==> config.mk <==
export PLATFORM = sky130hd
export DESIGN_NAME = mojo_serial_line_in_flat
export DESIGN_NICKNAME = d
export VERILOG_FILES = /design/src/rtl/mojo_serial_pkg.sv /design/src/rtl/mojo_serial_line_in_if.sv /design/src/rtl/mojo_idle_timer.sv /design/src/rtl/mojo_serial_line_in.sv /design/src/flat_wrapper.sv
export SDC_FILE = /design/constraint.sdc
export NUM_CORES = 1
export LEC_CHECK = 0
export ABC_CLOCK_PERIOD_IN_PS = 18920
export CORE_MARGIN = 1.5
export CORE_UTILIZATION = 53
export CTS_CLUSTER_SIZE = 25
export DETAILED_ROUTE_END_ITERATION = 10
export GPL_ROUTABILITY_DRIVEN = 0
export PLACE_DENSITY = 0.85
export SLEW_MARGIN = 5
export SYNTH_ARGS = -nofsm -noshare
export SYNTH_HDL_FRONTEND = slang
export SYNTH_SLANG_ARGS = --single-unit
export TNS_END_PERCENT = 100
==> constraint.sdc <==
create_clock -name clk -period 18.92 [get_ports clk]
set_input_delay 1.892 -clock clk [delete_from_list [all_inputs] [get_ports clk]]
set_output_delay 1.892 -clock clk [all_outputs]
set_load 0.03 [all_outputs]
==> src/rtl/mojo_serial_pkg.sv <==
// ---------------------------------------------------------------------------
// mojo_serial_pkg
// Shared definitions for the serial line assembler: the two ASCII control
// characters that frame a line, the line-assembly FSM state type and a small
// classifier for payload bytes.
// ---------------------------------------------------------------------------
package mojo_serial_pkg;

  localparam logic [7:0] ASCII_CR = 8'h0D;
  localparam logic [7:0] ASCII_LF = 8'h0A;

  typedef enum logic [1:0] {
    IDLE    = 2'd0,
    FILL    = 2'd1,
    DONE    = 2'd2,
    DISCARD = 2'd3
  } state_t;

  // A payload byte is anything that is neither a line terminator nor a CR.
  function automatic logic is_payload(input logic [7:0] b);
    return (b != ASCII_CR) && (b != ASCII_LF);
  endfunction

endpackage

==> src/rtl/mojo_serial_line_in_if.sv <==
// ---------------------------------------------------------------------------
// mojo_serial_line_in_if
// Bundles the byte-stream input, the assembled-line output with its
// valid/ack handshake, and the three event pulses.
//   master : byte source + line consumer (drives rx_data, new_rx_data, line_ack)
//   slave  : the line assembler (drives line, line_len, line_valid, pulses)
// Signals:
//   rx_data[7:0]          received byte
//   new_rx_data           one-cycle strobe, rx_data valid this cycle
//   line[8*MAX_BYTES-1:0] payload, first byte in the top byte lane
//   line_len              payload byte count
//   line_valid            line/line_len complete and stable
//   line_ack              consumer has taken the line
//   overflow/timeout/dropped  one-cycle event pulses
// ---------------------------------------------------------------------------
interface mojo_serial_line_in_if #(
  parameter int MAX_BYTES = 40
);
  localparam int LEN_W = $clog2(MAX_BYTES + 1);

  logic [7:0]             rx_data;
  logic                   new_rx_data;
  logic [8*MAX_BYTES-1:0] line;
  logic [LEN_W-1:0]       line_len;
  logic                   line_valid;
  logic                   line_ack;
  logic                   overflow;
  logic                   timeout;
  logic                   dropped;

  modport master (
    output rx_data, new_rx_data, line_ack,
    input  line, line_len, line_valid, overflow, timeout, dropped
  );

  modport slave (
    input  rx_data, new_rx_data, line_ack,
    output line, line_len, line_valid, overflow, timeout, dropped
  );

endinterface

==> src/rtl/mojo_idle_timer.sv <==
// ---------------------------------------------------------------------------
// mojo_idle_timer
// Saturating idle-cycle counter. Counts enabled cycles since the last clear
// and flags expiry once it has counted TIMEOUT_CYCLES-1 idle cycles.
// Ports:
//   clk     clock, rising edge
//   rst     asynchronous active-high reset
//   clear   synchronous clear (wins over enable)
//   enable  count this cycle
//   expired count has reached TIMEOUT_CYCLES-1 while enabled
// ---------------------------------------------------------------------------
module mojo_idle_timer #(
  parameter int TIMEOUT_CYCLES = 500000
) (
  input  logic clk,
  input  logic rst,
  input  logic clear,
  input  logic enable,
  output logic expired
);

  localparam int              CNT_W    = $clog2(TIMEOUT_CYCLES);
  localparam logic [CNT_W-1:0] CNT_LAST = CNT_W'(TIMEOUT_CYCLES - 1);
  localparam logic [CNT_W-1:0] CNT_ONE  = CNT_W'(1);

  logic [CNT_W-1:0] r_count;

  // Idle counter: clear has priority, then saturating increment.
  always_ff @(posedge clk or posedge rst) begin
    if (rst) begin
      r_count <= {CNT_W{1'b0}};
    end else if (clear) begin
      r_count <= {CNT_W{1'b0}};
    end else if (enable && (r_count != CNT_LAST)) begin
      r_count <= r_count + CNT_ONE;
    end else begin
      r_count <= r_count;
    end
  end

  assign expired = enable && (r_count == CNT_LAST);

endmodule

==> src/rtl/mojo_serial_line_in.sv <==
// ---------------------------------------------------------------------------
// mojo_serial_line_in
// Assembles LF-terminated lines from a byte stream (CR ignored) into a
// wide register and hands them to a consumer with a valid/ack handshake.
// Over-long lines are discarded up to the next LF, and partial lines are
// abandoned after TIMEOUT_CYCLES idle cycles.
// Ports:
//   clk  clock, rising edge
//   rst  asynchronous active-high reset
//   bus  mojo_serial_line_in_if.slave (byte input, line output, pulses)
// ---------------------------------------------------------------------------
module mojo_serial_line_in #(
  parameter int MAX_BYTES      = 40,
  parameter int TIMEOUT_CYCLES = 500000
) (
  input  logic                  clk,
  input  logic                  rst,
  mojo_serial_line_in_if.slave  bus
);

  import mojo_serial_pkg::*;

  localparam int               LINE_W  = 8 * MAX_BYTES;
  localparam int               LEN_W   = $clog2(MAX_BYTES + 1);
  localparam logic [LEN_W-1:0] LEN_MAX = LEN_W'(MAX_BYTES);
  localparam logic [LEN_W-1:0] LEN_ONE = LEN_W'(1);

  state_t            r_state;
  logic [LINE_W-1:0] r_line;
  logic [LEN_W-1:0]  r_len;
  logic              r_valid;
  logic              r_overflow;
  logic              r_timeout;
  logic              r_dropped;

  logic w_strobe_active;  // any strobe except CR
  logic w_strobe_data;    // payload byte strobe
  logic w_strobe_lf;      // line terminator strobe
  logic w_timer_en;
  logic w_timer_clear;
  logic w_expired;

  assign w_strobe_active = bus.new_rx_data && (bus.rx_data != ASCII_CR);
  assign w_strobe_data   = bus.new_rx_data && is_payload(bus.rx_data);
  assign w_strobe_lf     = bus.new_rx_data && (bus.rx_data == ASCII_LF);

  // The timer only runs while a line is partially received; elsewhere it is
  // held at zero so every new line starts with a full idle budget.
  assign w_timer_en    = (r_state == FILL) || (r_state == DISCARD);
  assign w_timer_clear = w_strobe_active || !w_timer_en;

  mojo_idle_timer #(
    .TIMEOUT_CYCLES (TIMEOUT_CYCLES)
  ) u_idle_timer (
    .clk     (clk),
    .rst     (rst),
    .clear   (w_timer_clear),
    .enable  (w_timer_en),
    .expired (w_expired)
  );

  // Line-assembly FSM with registered buffer, length, valid and pulses.
  always_ff @(posedge clk or posedge rst) begin
    if (rst) begin
      r_state    <= IDLE;
      r_line     <= {LINE_W{1'b0}};
      r_len      <= {LEN_W{1'b0}};
      r_valid    <= 1'b0;
      r_overflow <= 1'b0;
      r_timeout  <= 1'b0;
      r_dropped  <= 1'b0;
    end else begin
      r_overflow <= 1'b0;
      r_timeout  <= 1'b0;
      r_dropped  <= 1'b0;
      case (r_state)
        IDLE: begin
          // Stray LFs here are empty lines and are swallowed.
          if (w_strobe_data) begin
            r_line                <= {LINE_W{1'b0}};
            r_line[LINE_W-1 -: 8] <= bus.rx_data;
            r_len                 <= LEN_ONE;
            r_state               <= FILL;
          end
        end
        FILL: begin
          // A byte arriving on the expiry cycle is served first.
          if (w_strobe_data) begin
            if (r_len == LEN_MAX) begin
              r_overflow <= 1'b1;
              r_line     <= {LINE_W{1'b0}};
              r_len      <= {LEN_W{1'b0}};
              r_state    <= DISCARD;
            end else begin
              for (int i = 0; i < MAX_BYTES; i++) begin
                if (r_len == LEN_W'(i)) begin
                  r_line[LINE_W-1-8*i -: 8] <= bus.rx_data;
                end
              end
              r_len <= r_len + LEN_ONE;
            end
          end else if (w_strobe_lf) begin
            r_valid <= 1'b1;
            r_state <= DONE;
          end else if (w_expired) begin
            r_timeout <= 1'b1;
            r_line    <= {LINE_W{1'b0}};
            r_len     <= {LEN_W{1'b0}};
            r_state   <= IDLE;
          end else begin
            r_state <= FILL;
          end
        end
        DONE: begin
          // No back-pressure exists, so bytes during a pending line are lost.
          if (w_strobe_active) begin
            r_dropped <= 1'b1;
          end
          if (bus.line_ack) begin
            r_valid <= 1'b0;
            r_line  <= {LINE_W{1'b0}};
            r_len   <= {LEN_W{1'b0}};
            r_state <= IDLE;
          end
        end
        DISCARD: begin
          // Timeout here returns silently: the overflow was already reported.
          if (w_strobe_lf) begin
            r_state <= IDLE;
          end else if (w_expired && !w_strobe_data) begin
            r_state <= IDLE;
          end else begin
            r_state <= DISCARD;
          end
        end
        default: begin
          r_valid <= 1'b0;
          r_line  <= {LINE_W{1'b0}};
          r_len   <= {LEN_W{1'b0}};
          r_state <= IDLE;
        end
      endcase
    end
  end

  assign bus.line       = r_line;
  assign bus.line_len   = r_len;
  assign bus.line_valid = r_valid;
  assign bus.overflow   = r_overflow;
  assign bus.timeout    = r_timeout;
  assign bus.dropped    = r_dropped;

endmodule

==> src/flat_wrapper.sv <==
// flat-port wrapper written by rule: the top's interface ports become plain ports
module mojo_serial_line_in_flat import mojo_serial_pkg::*;
#(
  parameter int MAX_BYTES      = 40,
  parameter int TIMEOUT_CYCLES = 500000
)
  (clk, rst, bus_rx_data, bus_new_rx_data, bus_line_ack, bus_line, bus_line_len, bus_line_valid, bus_overflow, bus_timeout, bus_dropped);
  mojo_serial_line_in_if #(.MAX_BYTES(MAX_BYTES)) bus_i ();
  input  logic clk;
  input  logic rst;
  input wire logic [$bits(bus_i.rx_data)-1:0] bus_rx_data;
  input wire logic [$bits(bus_i.new_rx_data)-1:0] bus_new_rx_data;
  input wire logic [$bits(bus_i.line_ack)-1:0] bus_line_ack;
  output wire logic [$bits(bus_i.line)-1:0] bus_line;
  output wire logic [$bits(bus_i.line_len)-1:0] bus_line_len;
  output wire logic [$bits(bus_i.line_valid)-1:0] bus_line_valid;
  output wire logic [$bits(bus_i.overflow)-1:0] bus_overflow;
  output wire logic [$bits(bus_i.timeout)-1:0] bus_timeout;
  output wire logic [$bits(bus_i.dropped)-1:0] bus_dropped;
  assign bus_i.rx_data = bus_rx_data;
  assign bus_i.new_rx_data = bus_new_rx_data;
  assign bus_i.line_ack = bus_line_ack;
  assign bus_line = bus_i.line;
  assign bus_line_len = bus_i.line_len;
  assign bus_line_valid = bus_i.line_valid;
  assign bus_overflow = bus_i.overflow;
  assign bus_timeout = bus_i.timeout;
  assign bus_dropped = bus_i.dropped;
  mojo_serial_line_in #(.MAX_BYTES(MAX_BYTES), .TIMEOUT_CYCLES(TIMEOUT_CYCLES)) u_core (.clk(clk), .rst(rst), .bus(bus_i));
endmodule
==> flow_summary_export.csv <==
group,metric,value,unit
power,combPwrFrac,50.6,%
critical_path,reg2reg_from,"u_core.bus.line_len[0]",
clocking,cts_tree,"built",
critical_path,end_kind,"flop",
critical_path,startpoint_type,"primary input",
critical_path,arrival,5020,ps
job,maxCapViolCount,0,
sta,hold_viol,0,
sta,fin_worst_skew,16.7,ps
critical_path,r2r_end,"u_core.bus.line[215]",
critical_path,path_max_fanout,50,
final_layout,ff_latch_area,8780,sq um
place,dp_hpwl,28600,microns
global_routing,overflow,0,
sta,worstMarginPinSlew,1270,ps
final_layout,fin_area,18800,sq um
logic_synthesis,netlist_instances,1045,
clocking,clkSinkCount,351,
route,dr_total_vias,11200,
floorplan,initial_utilization,53.7,%
power,p_int,2280,uW
global_routing,met1_usage,46.0,%
clocking,root_buffer,"clkbuf_16",
route,drc,0,
final_layout,diodes,0,
logic_synthesis,yosysUniqueCellTypes,53,
sta,holdWs,495,ps
outcome,status,"complete, no violations",
power,vdd_drop_max,156,uV
global_routing,top_usage_layer,"met2",
route,avgViaCountPerCell,6.51,
sta,timing.slew.headroom,14.0,%
clocking,cts_resized,0,
critical_path,worstPathRequired,19360,ps
power,power_frac_clock,18.0,%
sta,fmax,0.218,GHz
final_layout,syn_to_final_growth,35.3,%
clocking,cts_inserted_buffers,37,
critical_path,r2r_cells,8,
global_routing,gr-usage-met3,6.81,%
route,wire_per_inst,26.1,microns
clocking,clock_path_buffers,3,
final_layout,nFillCells,1736,
sta,rsz0062_at_grt,"false",
global_routing,grt_pass1_wl,67400,microns
power,switchingPower,1780,uW
clocking,h-tree-depth,2,
floorplan,rows,59,
global_routing,grt_pass1_vias,11000,
hold_path,whs_path_depth,1,
critical_path,path_class,"primary input to flop",
sta,fin_crit,4590,ps
place,placed_area,17500,sq um
logic_synthesis,seq_area_frac_synth,63.3,%
floorplan,io-pin-count,342,
global_routing,grt_antenna_before_repair,0,
power,p_sw_share,43.8,%
logic_synthesis,synth.avg_cell_area,13.3,sq um
clocking,clk_pin_slew_worst_paths,60,ps
power,pwr-share-seq,31.3,%
logic_synthesis,ys_ff_latch,351,
logic_synthesis,synth_edf_count,0,
logic_synthesis,synth_ff_type,"dfrtp_1",
final_layout,fin_nets,1382,
logic_synthesis,ys_warn_count,0,
power,powerDensity,217,nW/um^2
floorplan,die_area,27100,sq um
final_layout,drive_above_1_share,6.34,%
global_routing,grt.total_usage,33.0,%
hold_path,min-delay-start,"u_core.bus.line[14]",
hold_path,whs_endpoint,"u_core.bus.line[14]",
floorplan,die_h,165,microns
route,ant_nets,0,
sta,finalCritPeriodShare,24.2,%
place,io_buffers,341,
clocking,post_cts_buffers,0,
clocking,cts_hold_buf,0,
final_layout,multi_input_area,4810,sq um
hold_path,min_path_type,"flop to flop",
critical_path,regToRegSetupSlack,15480,ps
sta,final-max-slew-violation-count,0,
logic_synthesis,synth_area,13900,sq um
sta,setup_tns,0,ps
logic_synthesis,async_flop_share,100,%
floorplan,core_area,25800,sq um
route,drt-initial-drc-count,1182,
sta,setup_violations,0,
clocking,clkLatencyLatePin,520,ps
floorplan,die_w,165,microns
power,p_leak,0.00833,uW
global_routing,grt_max_degree,124,
route,drt_wl_total,44900,microns
global_routing,use_met2,50.2,%
logic_synthesis,synth_fp_nets,1066,
route,first_pass_iters,5,
==> state kept, by name (all words and copies together), names as in the netlist <==
signal / cells
u_core.bus.overflow: 1
u_core.bus.timeout: 1
u_core.bus.line_len: 6
u_core.bus.dropped: 1
u_core.u_idle_timer.r_count: 19
u_core.r_state: 2
u_core.bus.line: 320
u_core.bus.line_valid: 1
==> layer usage <==
layer  part of all wire [%]  vias to the layer above
met5                      0                        -
met4                    3.9                        0
met3                    8.1                       98
met2                     46                      599
met1                     42                     5786
li1                       -                     4739
==> cell families (layout without fill, tap and decap cells) <==
kind of cell / after synthesis / count (layout) / share of synthesized area [%]
and+or+nand+nor: 167 / 167 / 6.48
DFF: 351 / 351 / 63.3
AOI/OAI and AO/OA: 416 / 416 / 25.7
buffers and inverters: 82 / 425 / 2.36
muxes: 4 / 4 / 0.307
adders and majority gates: 9 / 9 / 0.812
xor gates and xnor gates: 16 / 16 / 1.01
==> worst max path at each step <==
| stage | start | cells past startpoint | end |
|---|---|---|---|
| after global routing | rst | 4 | u_core.bus.line[269] |
| after global placement | rst | 4 | u_core.bus.line[197] |
| after detailed placement | rst | 4 | u_core.bus.line[248] |
| after floorplan | rst | 1 | u_core.bus.dropped |
| final | bus_rx_data[1] | 7 | u_core.bus.line[72] |
| after CTS | rst | 4 | u_core.bus.line[248] |
==> layout by cell type, fill, tap and decap left out, types with 8 or more instances in the layout <==
master           count
nand2_1             36
nand3_1             26
xor2_1              11
clkdlybuf4s50_1    341
buf_4                8
a32o_1              26
a22o_1             292
inv_1                9
nand4_1              9
and2_1              14
o211ai_1            68
clkbuf_8             9
dfrtp_1            351
nor2_1              33
clkbuf_16           38
ha_1                 9
==> cell type report <==
| cell class | instances | share of cell area [%] |
|---|---|---|
| clock buffers | 53 | 5.85 |
| inverters | 10 | 0.240 |
| multi-input cells | 612 | 25.6 |
| well taps | 335 | 2.23 |
| clock inverters | 13 | 0.760 |
| flip-flops and latches | 351 | 46.8 |
| repair buffers | 349 | 18.5 |
==> Yosys cell counts (10+ instances only) <==
cell type    n  area (sq um)
xor2_1      11          96.3
o211ai_1    68           510
nand3_1     26           130
dfrtp_1    351          8780
and2_1      21           131
a22o_1     292          2560
clkbuf_1    49           184
inv_1       10          37.5
nor2_1      34           128
buf_2       13          65.1
nand2_1     36           135
a32o_1      26           260
==> metrics by stage <==
step                total power [uW]  util (%)  std cells  setup slack, ps
floorplan                       2410         -       1045             7290
global placement                3270      67.8       1657            13880
detailed placement              3310      67.8       1657            13830
CTS                             4060      72.6       1723            14380
global route                    4220      72.6       1723            13990
finish                          4060      72.6       1723            14330
==> power by group through the flow <==
stage / logic [uW] / clock network, uW / registers (uW)
after floorplan: 585 / 0 / 1830
after global placement: 2000 / 0 / 1260
after detailed placement: 2050 / 0 / 1260
after CTS: 2060 / 736 / 1260
after global routing: 2150 / 770 / 1300
final: 2060 / 733 / 1270
==> worst max-delay path, stage by stage <==
cell,delay [ps]
clkdlybuf4s50_1,510
and3b_1,210
o211ai_1,160
buf_4,510
and4_1,430
and2_2,980
a22o_1,300
(Power assumes the default switching activity.)
